### config.mk
export PLATFORM = sky130hd
export DESIGN_NAME = parity_stream_calc
export DESIGN_NICKNAME = d
export VERILOG_FILES = /design/src/rtl/parity_stream_calc.sv
export SDC_FILE = /design/constraint.sdc
export NUM_CORES = 1
export LEC_CHECK = 0
export BUFFER_PORTS_ARGS = -buffer_cell sky130_fd_sc_hd__buf_2
export CAP_MARGIN = 0
export CORE_MARGIN = 2
export CORE_UTILIZATION = 30
export CTS_BUF_LIST = sky130_fd_sc_hd__clkbuf_4 sky130_fd_sc_hd__clkbuf_8 sky130_fd_sc_hd__clkbuf_16
export CTS_CLUSTER_SIZE = 16
export DETAILED_ROUTE_END_ITERATION = 12
export PLACE_DENSITY_LB_ADDON = 0.25
export SLEW_MARGIN = 20
export SYNTH_ARGS = -nofsm -noshare
export SYNTH_HDL_FRONTEND = slang
export SYNTH_SLANG_ARGS = --single-unit
### constraint.sdc
create_clock -name clk -period 2.53 [get_ports clk]
set_clock_uncertainty 0.2 [all_clocks]
set_input_delay 0.506 -clock clk [delete_from_list [all_inputs] [get_ports clk]]
set_output_delay 0.506 -clock clk [all_outputs]
set_load 0.01 [all_outputs]
### src/rtl/parity_stream_calc.sv
// Streaming parity calculator: accumulates the XOR of every bit of a
// multi-word frame, applies even/odd mode and an optional check bit on the
// last beat, and holds a registered per-frame result until it is consumed.
module parity_stream_calc #(
  parameter int WIDTH = 32,
  parameter int CNT_W = 8
) (
  input  logic             clk,
  input  logic             rst,
  input  logic             in_valid,
  output logic             in_ready,
  input  logic [WIDTH-1:0] in_data,
  input  logic             in_last,
  input  logic             odd_mode,
  input  logic             chk_en,
  input  logic             chk_bit,
  output logic             word_parity,
  output logic             out_valid,
  input  logic             out_ready,
  output logic             out_parity,
  output logic             out_err,
  output logic [CNT_W-1:0] out_count,
  output logic             out_ovf
);

  typedef enum logic [1:0] {
    IDLE  = 2'd0,
    ACCUM = 2'd1,
    HOLD  = 2'd2
  } state_t;

  localparam logic [CNT_W-1:0] CNT_MAX = '1;

  // Saturating beat-count increment: sticks at the all-ones value.
  function automatic logic [CNT_W-1:0] sat_inc(input logic [CNT_W-1:0] v);
    return (v == CNT_MAX) ? v : v + CNT_W'(1);
  endfunction

  state_t           state_q, state_d;
  logic             acc_q, acc_d;
  logic [CNT_W-1:0] cnt_q, cnt_d;
  logic             ovf_q, ovf_d;
  logic             word_parity_q, word_parity_d;
  logic             out_parity_q, out_parity_d;
  logic             out_err_q, out_err_d;
  logic [CNT_W-1:0] out_count_q, out_count_d;
  logic             out_ovf_q, out_ovf_d;

  logic beat;
  logic wpar;

  assign in_ready    = (state_q != HOLD);
  assign out_valid   = (state_q == HOLD);
  assign beat        = in_valid & in_ready;
  assign wpar        = ^in_data;
  assign word_parity = word_parity_q;
  assign out_parity  = out_parity_q;
  assign out_err     = out_err_q;
  assign out_count   = out_count_q;
  assign out_ovf     = out_ovf_q;

  // Next-state and accumulator/result update; everything holds by default.
  always_comb begin
    state_d       = state_q;
    acc_d         = acc_q;
    cnt_d         = cnt_q;
    ovf_d         = ovf_q;
    word_parity_d = word_parity_q;
    out_parity_d  = out_parity_q;
    out_err_d     = out_err_q;
    out_count_d   = out_count_q;
    out_ovf_d     = out_ovf_q;
    case (state_q)
      // IDLE starts with acc/cnt/ovf cleared, so both states share one path.
      IDLE, ACCUM: begin
        if (beat) begin
          word_parity_d = wpar;
          acc_d         = acc_q ^ wpar;
          cnt_d         = sat_inc(cnt_q);
          ovf_d         = ovf_q | (cnt_q == CNT_MAX);
          if (in_last) begin
            state_d      = HOLD;
            out_parity_d = acc_q ^ wpar ^ odd_mode;
            out_err_d    = chk_en & (chk_bit ^ out_parity_d);
            out_count_d  = sat_inc(cnt_q);
            out_ovf_d    = ovf_q | (cnt_q == CNT_MAX);
          end else begin
            state_d = ACCUM;
          end
        end
      end
      HOLD: begin
        if (out_ready) begin
          state_d = IDLE;
          acc_d   = 1'b0;
          cnt_d   = '0;
          ovf_d   = 1'b0;
        end
      end
      default: state_d = IDLE;
    endcase
  end

  // State and result registers with synchronous clear.
  always_ff @(posedge clk) begin
    if (rst) begin
      state_q       <= IDLE;
      acc_q         <= 1'b0;
      cnt_q         <= '0;
      ovf_q         <= 1'b0;
      word_parity_q <= 1'b0;
      out_parity_q  <= 1'b0;
      out_err_q     <= 1'b0;
      out_count_q   <= '0;
      out_ovf_q     <= 1'b0;
    end else begin
      state_q       <= state_d;
      acc_q         <= acc_d;
      cnt_q         <= cnt_d;
      ovf_q         <= ovf_d;
      word_parity_q <= word_parity_d;
      out_parity_q  <= out_parity_d;
      out_err_q     <= out_err_d;
      out_count_q   <= out_count_d;
      out_ovf_q     <= out_ovf_d;
    end
  end

endmodule

==> results.md, run 1 <==
- Critical Setup Path Class: in -> reg
- Initial Util: 31.3%
- CTS resizes: 0
- R2R cell count: 7
- Status: finished clean
- Final Cell Area: between 1500 and 2000 um2
- Crit-path most repeated cell: xnor2_1
- Family with the most delay on the worst path: XOR/XNOR gates
- Critical path, cell by cell: buf_2 > xor2_1 > xnor2_1 > xnor2_1 > xnor2_1 > xnor2_2 > xnor3_1 > o21ai_1
- Via density: between 4 and 5
- Final HPWL DP: around 2.2 mm
- Max rail drop VDD: ~0.30 mV
- Worst EP arrival: around 2.0 ns
- Placeable Area: between 4000 and 5000 um2
- CTS Hold Bufs: 0
- Residual DRC count: 0
- CTS Buffer Depth: 2
- Antenna-violating nets left: 0
- Setup_tns: 0 ns
- Top-Level Pins: 54
- # Max-Cap Violations: 0
- Worst Hold Class: reg -> reg
- DR pass1 iterations: 4
- Placed standard-cell area: roughly 1700 um2
- WL per Instance: about 11 um
- Largest net degree at the start of global routing: 26
- Final setup viols: 0
- Main synth FF type: dfxtp_1
- Post-CTS Setup Bufs: 0
- Final #Nets: between 200 and 300
- WHS Endpoint: out_count[0]
- Synth Cell Area: roughly 1400 um2
- Post-synth ARST share: 0%
- Reg-to-Reg Start: cnt_q[4]
- Initial DRC Count: 42
- Syn Inst Count: 161
- FP Rows: 24
- Syn nets: ~200
- Slowest CP cell: xnor3_1
- CTS Buf Count: 3
- Post-synth EDFFs: 0
- Syn avg cell area: about 8.5 um2
- Global-route wire length before repair: about 4.8 mm
- Slew HR: between 60% and 70%
- # H-tree levels: 1
- Worst slew pin tran: 0.562 ns
- Area grow syn2layout: 28.4%
- GRT Overall Usage: between 10% and 20%
- Final period util: 80.7%
- R2r setup slk: 0.57 ns
- Placer Congestion: around 0.76
- Worst Path Required: 2.53 ns
- Warnings, synthesis: 0
- Initial antenna violation count: 0
- Max-slew violation count: 0
- I/O Buffers: 53
- Hold path startpoint: out_count[0]
- CP startpoint kind: primary input
- Register area share after synthesis: 35.3%
- Worst Setup End Kind: flop
- Layout Cells excl Fill: ~270
- RR Endpoint: cnt_q[5]
- Min cycle time layout: around 2 ns
- CP max FO: 5
- Chip height: between 70 and 80 um
- Drt total wl: between 2 and 3 mm
- CTS sink count: 24
- CTS root buf: clkbuf_8
- Number of global-route vias before repair: roughly 1100
- Die width: just over 70 um
- Worst skew pair latency: ~0.27 ns
- RSZ-0062 raised after global routing: no
- CP max stage delay: 0.37 ns
- F_max: just under 500 MHz
- Distinct cells, synth: 30
- CTS tree: built
- Share of layout cells above drive strength 1: 27.7%
- DIE AREA: just over 5000 um2
- Routed vias: 1255
- Pleak: 0.722 nW
- PD cells: slightly below 700 nW/um2
- Synthesized flop and latch total: 24
- Hold Path Depth: 2
- Clock Pin Slew Worst Setup and Hold Paths: about 0.09 ns
- CP bufs+invs: 1
- GR Overflow Total: 0
- Final hold violation count: 0
- Inst Count DP: roughly 260
- Antenna Cells: 0
[layer usage]
| metal | share of wire, % | global-route usage (%) | vias up |
|---|---|---|---|
| met4 | 1.3 | 5.03 | 0 |
| li1 | - | - | 657 |
| met2 | 48 | 20.0 | 45 |
| met1 | 45 | 14.5 | 551 |
| met5 | 0 | 0 | - |
| met3 | 5.2 | 0.844 | 2 |
[worst max-delay path by stage]
stage,startpoint,endpoint,slack (ns),cells after the start
detailed placement,in_data[11],out_err,0.21,8
global route,in_data[3],out_err,0.33,8
finish,in_data[3],out_err,0.49,8
CTS,in_data[3],out_err,0.48,8
floorplan,in_data[11],out_err,0.44,7
global placement,in_data[3],out_err,0.21,8
[layout make-up]
type	count	area, um2
inverter	2	7.51
timing repair buffer	54	273
sequential	24	480
tap	52	65.1
clock inverter	1	30.0
clock buffer	3	41.3
multi-input combinational	129	851
fill	459	2610
[registers in the layout, summed over array words and instances (netlist names)]
register     cells
state_q          2
acc_q            1
cnt_q            8
ovf_q            1
out_err          1
out_count        8
out_parity       1
word_parity      1
out_ovf          1
[where the power goes]
| part | internal, mW | switching (mW) | total [mW] |
|---|---|---|---|
| Clock | 0.211 | 0.123 | 0.335 |
| Sequential | 0.405 | 0.0161 | 0.421 |
| Combinational | 0.234 | 0.195 | 0.429 |
| Total | 0.850 | 0.334 | 1.18 |
[kinds of logic after synthesis]
family	count (synthesis)	share of synthesized area [%]
fa+ha+maj	1	0.919
mux	1	0.735
buf+inv	8	2.21
simple gates	54	18.6
compound gates	35	16.3
xor+xnor	38	26.0
flops	24	35.3
[worst reg2reg max path, stage by stage, from the launching register on]
cell     delay (ns)
dfxtp_1        0.36
and3_1         0.20
and3_1         0.20
a21oi_1        0.32
nand3_1        0.18
a21o_1         0.20
a21oi_1        0.13
nor2_1         0.05
[cell usage in the layout, fill, tap and decap left out, drive strengths merged, types with 4 or more instances in the layout]
cell    netlist  routed
buf           0      54
xnor2        31      31
dfxtp        24      24
nor2         22      22
a21oi        13      13
nand2        11      11
a211oi        7       7
xor2          6       6
nand3b        5       5
nand3         4       4
a22oi         4       4
o21ai         4       4
[through the flow]
stage / utilization, % / power [mW] / hold WS, ns / setup WS [ns]
6_report: 40.1 / 1.18 / 0.252 / 0.487
3_5_place_dp: 38.5 / 0.863 / 0.249 / 0.215
4_1_cts: 40.1 / 1.20 / 0.245 / 0.478
5_1_grt: 40.1 / 1.26 / 0.274 / 0.332
3_3_place_gp: 38.5 / 0.859 / 0.236 / 0.206
2_1_floorplan: - / 0.767 / 0.228 / 0.444
[synth_stat cells (3+ instances only)]
master     n  area share [%]
a211oi_1   7             3.9
a21oi_1   13             4.8
a22oi_1    4             2.2
and3_1     3             1.4
clkbuf_1   6             1.7
dfxtp_1   24              35
nand2_1   11             3.0
nand3_1    4             1.5
nand3b_1   5             2.8
nor2_1    22             6.1
nor3_1     3             1.1
o21ai_0    3             1.1
xnor2_1   30              19
xor2_1     6             3.9
No activity file was read; power rests on OpenSTA's default activity.
==> run 2: changes to the inputs <==
--- a/config.mk
+++ b/config.mk
@@ -5,6 +5,7 @@
 export SDC_FILE = /design/constraint.sdc
 export NUM_CORES = 1
 export LEC_CHECK = 0
+export ABC_AREA = 1
 export BUFFER_PORTS_ARGS = -buffer_cell sky130_fd_sc_hd__buf_2
 export CAP_MARGIN = 0
 export CORE_MARGIN = 2
==> constraint.sdc (replaced) <==
create_clock -name clk -period 2.15 [get_ports clk]
set_clock_uncertainty 0.2 [all_clocks]
set_input_delay 0.43 -clock clk [delete_from_list [all_inputs] [get_ports clk]]
set_output_delay 0.43 -clock clk [all_outputs]
set_load 0.01 [all_outputs]
==> results.md, run 2 <==
- Final hold violation count: 0
- Placeable Area: 6420 um2
- Post-synth ARST share: 0%
- Chip height: ~86 um
- GRT Overall Usage: 12.6%
- WL per Instance: between 9 and 10 um
- CTS root buf: clkbuf_8
- Global-route wire length before repair: 7.73 mm
- FP Rows: 29
- Antenna-violating nets left: 0
- Initial antenna violation count: 0
- Final Cell Area: between 2000 and 2500 um2
- Yosys top cell area share: 34.6%
- Register area share after synthesis: between 20% and 30%
- Top-Level Pins: 54
- Via density: roughly 4.4
- Distinct cells, synth: 27
- Antenna Cells: 0
- Worst Path Required: between 2 and 2.5 ns
- Worst Hold Class: in -> reg
- Status: complete, but fails checks
- Initial DRC Count: just under 100
- Drt total wl: 4.64 mm
- Final HPWL DP: 3.71 mm
- Worst skew pair latency: 0.27 ns
- Routed vias: about 2200
- Initial Util: between 30% and 40%
- Most common cell in the netlist: nand2_1
- Commonest cells after routing, fill and taps aside: nand2_1 (184), buf_2 (53), inv_1 (44), dfxtp_1 (22), nor2_1 (16)
- Inst Count DP: between 400 and 500
- GR Overflow Total: 0
- Worst Setup End Kind: flop
- Die width: 85.7 um
- Failing checks: DRC
- Number of global-route vias before repair: around 1900
- Clock Pin Slew Worst Setup and Hold Paths: approximately 0.08 ns
- Post-layout util: between 30% and 40%
- Warnings, synthesis: 0
- Synth area leaders: nand2_1 (35%), dfxtp_1 (24%), inv_1 (8.2%)
- Pwr Total: between 1 and 1.5 mW
- Syn Inst Count: 363
- Placer Congestion: ~0.8
- Syn avg cell area: approximately 5.5 um2
- Layout Cells excl Fill: about 500
- Critical Setup Path Class: reg -> reg
- Final period util: 96.6%
- Pleak: between 1 and 1.5 nW
- DR pass1 iterations: 8
- # H-tree levels: 1
- Most common cell after layout, fill and taps aside: nand2_1
- Hold path startpoint: in_valid
- Main synth FF type: dfxtp_1
- CP max FO: 4
- Max rail drop VDD: about 0.25 mV
- Synthesized flop and latch total: 24
- DIE AREA: 7350 um2
- CP startpoint kind: flop
- CTS tree: built
- CTS Buffer Depth: 2
- Residual DRC count: 1
- Worst EP arrival: between 2 and 2.5 ns
- Setup crit start: cnt_q[0]
- F_max: between 400 and 500 MHz
- Top cells by count, synth: nand2_1 (185), inv_1 (44), dfxtp_1 (24)
- Share of layout cells above drive strength 1: around a quarter
- Largest net degree at the start of global routing: 16
- I/O Buffers: 53
- Area grow syn2layout: 24.2%
- CTS sink count: 24
- Slew HR: between 70% and 80%
- PD cells: ~470 nW/um2
- Final setup viols: 0
- Post-synth EDFFs: 0
- Max-slew violation count: 0
- Min cycle time layout: approximately 2.1 ns
- Syn nets: ~400
- Placed standard-cell area: approximately 2400 um2
- Worst slew pin tran: between 0.3 and 0.4 ns
- Final WS setup: between 0.07 and 0.08 ns
- Placement Setup Slack: roughly 0.076 ns
- Synth Cell Area: between 2000 and 2500 um2
- Reg-to-Reg Start: cnt_q[0]
- CTS Buf Count: 3
- # Max-Cap Violations: 0
- Synth area leader: nand2_1
- Final #Nets: 466
run 2: layout make-up:
cell class / instances / area [um2]
fillers: 711 / 3930
multi-input cells: 281 / 1320
flip-flops and latches: 24 / 485
repair buffers: 60 / 322
inverters: 55 / 206
well taps: 77 / 96.3
clock buffers: 4 / 55.1
run 2: final timing paths:
kind	cells after the start	slack, ns	endpoint
setup reg to reg	9	0.07	cnt_q[0]
hold / removal	3	0.24	state_q[0]
hold reg to reg	1	0.25	state_q[0]
setup / recovery	9	0.07	cnt_q[0]
run 2: cell families after synthesis:
logic type	synth area share [%]
compound gates	10.5
xor+xnor	4.37
fa+ha+maj	0.624
buf+inv	10.9
flops	24.0
simple gates	49.6
run 2: what timing repair did:
| action | in CTS | in global routing |
|---|---|---|
| gates resized for setup | 0 | 9 |
| buffers inserted | 0 | 3 |
| setup endpoints to repair | 0 | 5 |
| hold buffers | 0 | 0 |
run 2: critical path, stage by stage (launching register included):
cell,delay (ns)
dfxtp_4,0.38
ha_2,0.19
nand2_1,0.10
nor3_2,0.26
inv_2,0.07
nor3_4,0.21
buf_4,0.15
xor2_1,0.07
or2_2,0.27
a21oi_1,0.11
run 2: stage by stage:
stage | setup TNS (ns) | hold slack [ns]
2_1_floorplan | 0 | 0.222
5_1_grt | -0.0946 | 0.235
3_3_place_gp | 0 | 0.236
3_5_place_dp | 0 | 0.241
4_1_cts | 0 | 0.238
6_report | 0 | 0.244
run 2: per-layer routing:
metal  track usage, %  wire length (um)  vias up  part of all wire [%]
li1                 -                 -     1221                     -
met1             16.3              2220      944                    48
met2             21.6              2140       40                    46
met3             2.31               226        5                   4.9
met4             3.46                55        0                   1.2
met5                0                 0        -                     0
run 2: report_power, final:
group / switching [mW] / internal, mW / total [mW]
Sequential: 0.0138 / 0.466 / 0.480
Clock: 0.149 / 0.164 / 0.312
Combinational: 0.228 / 0.145 / 0.373
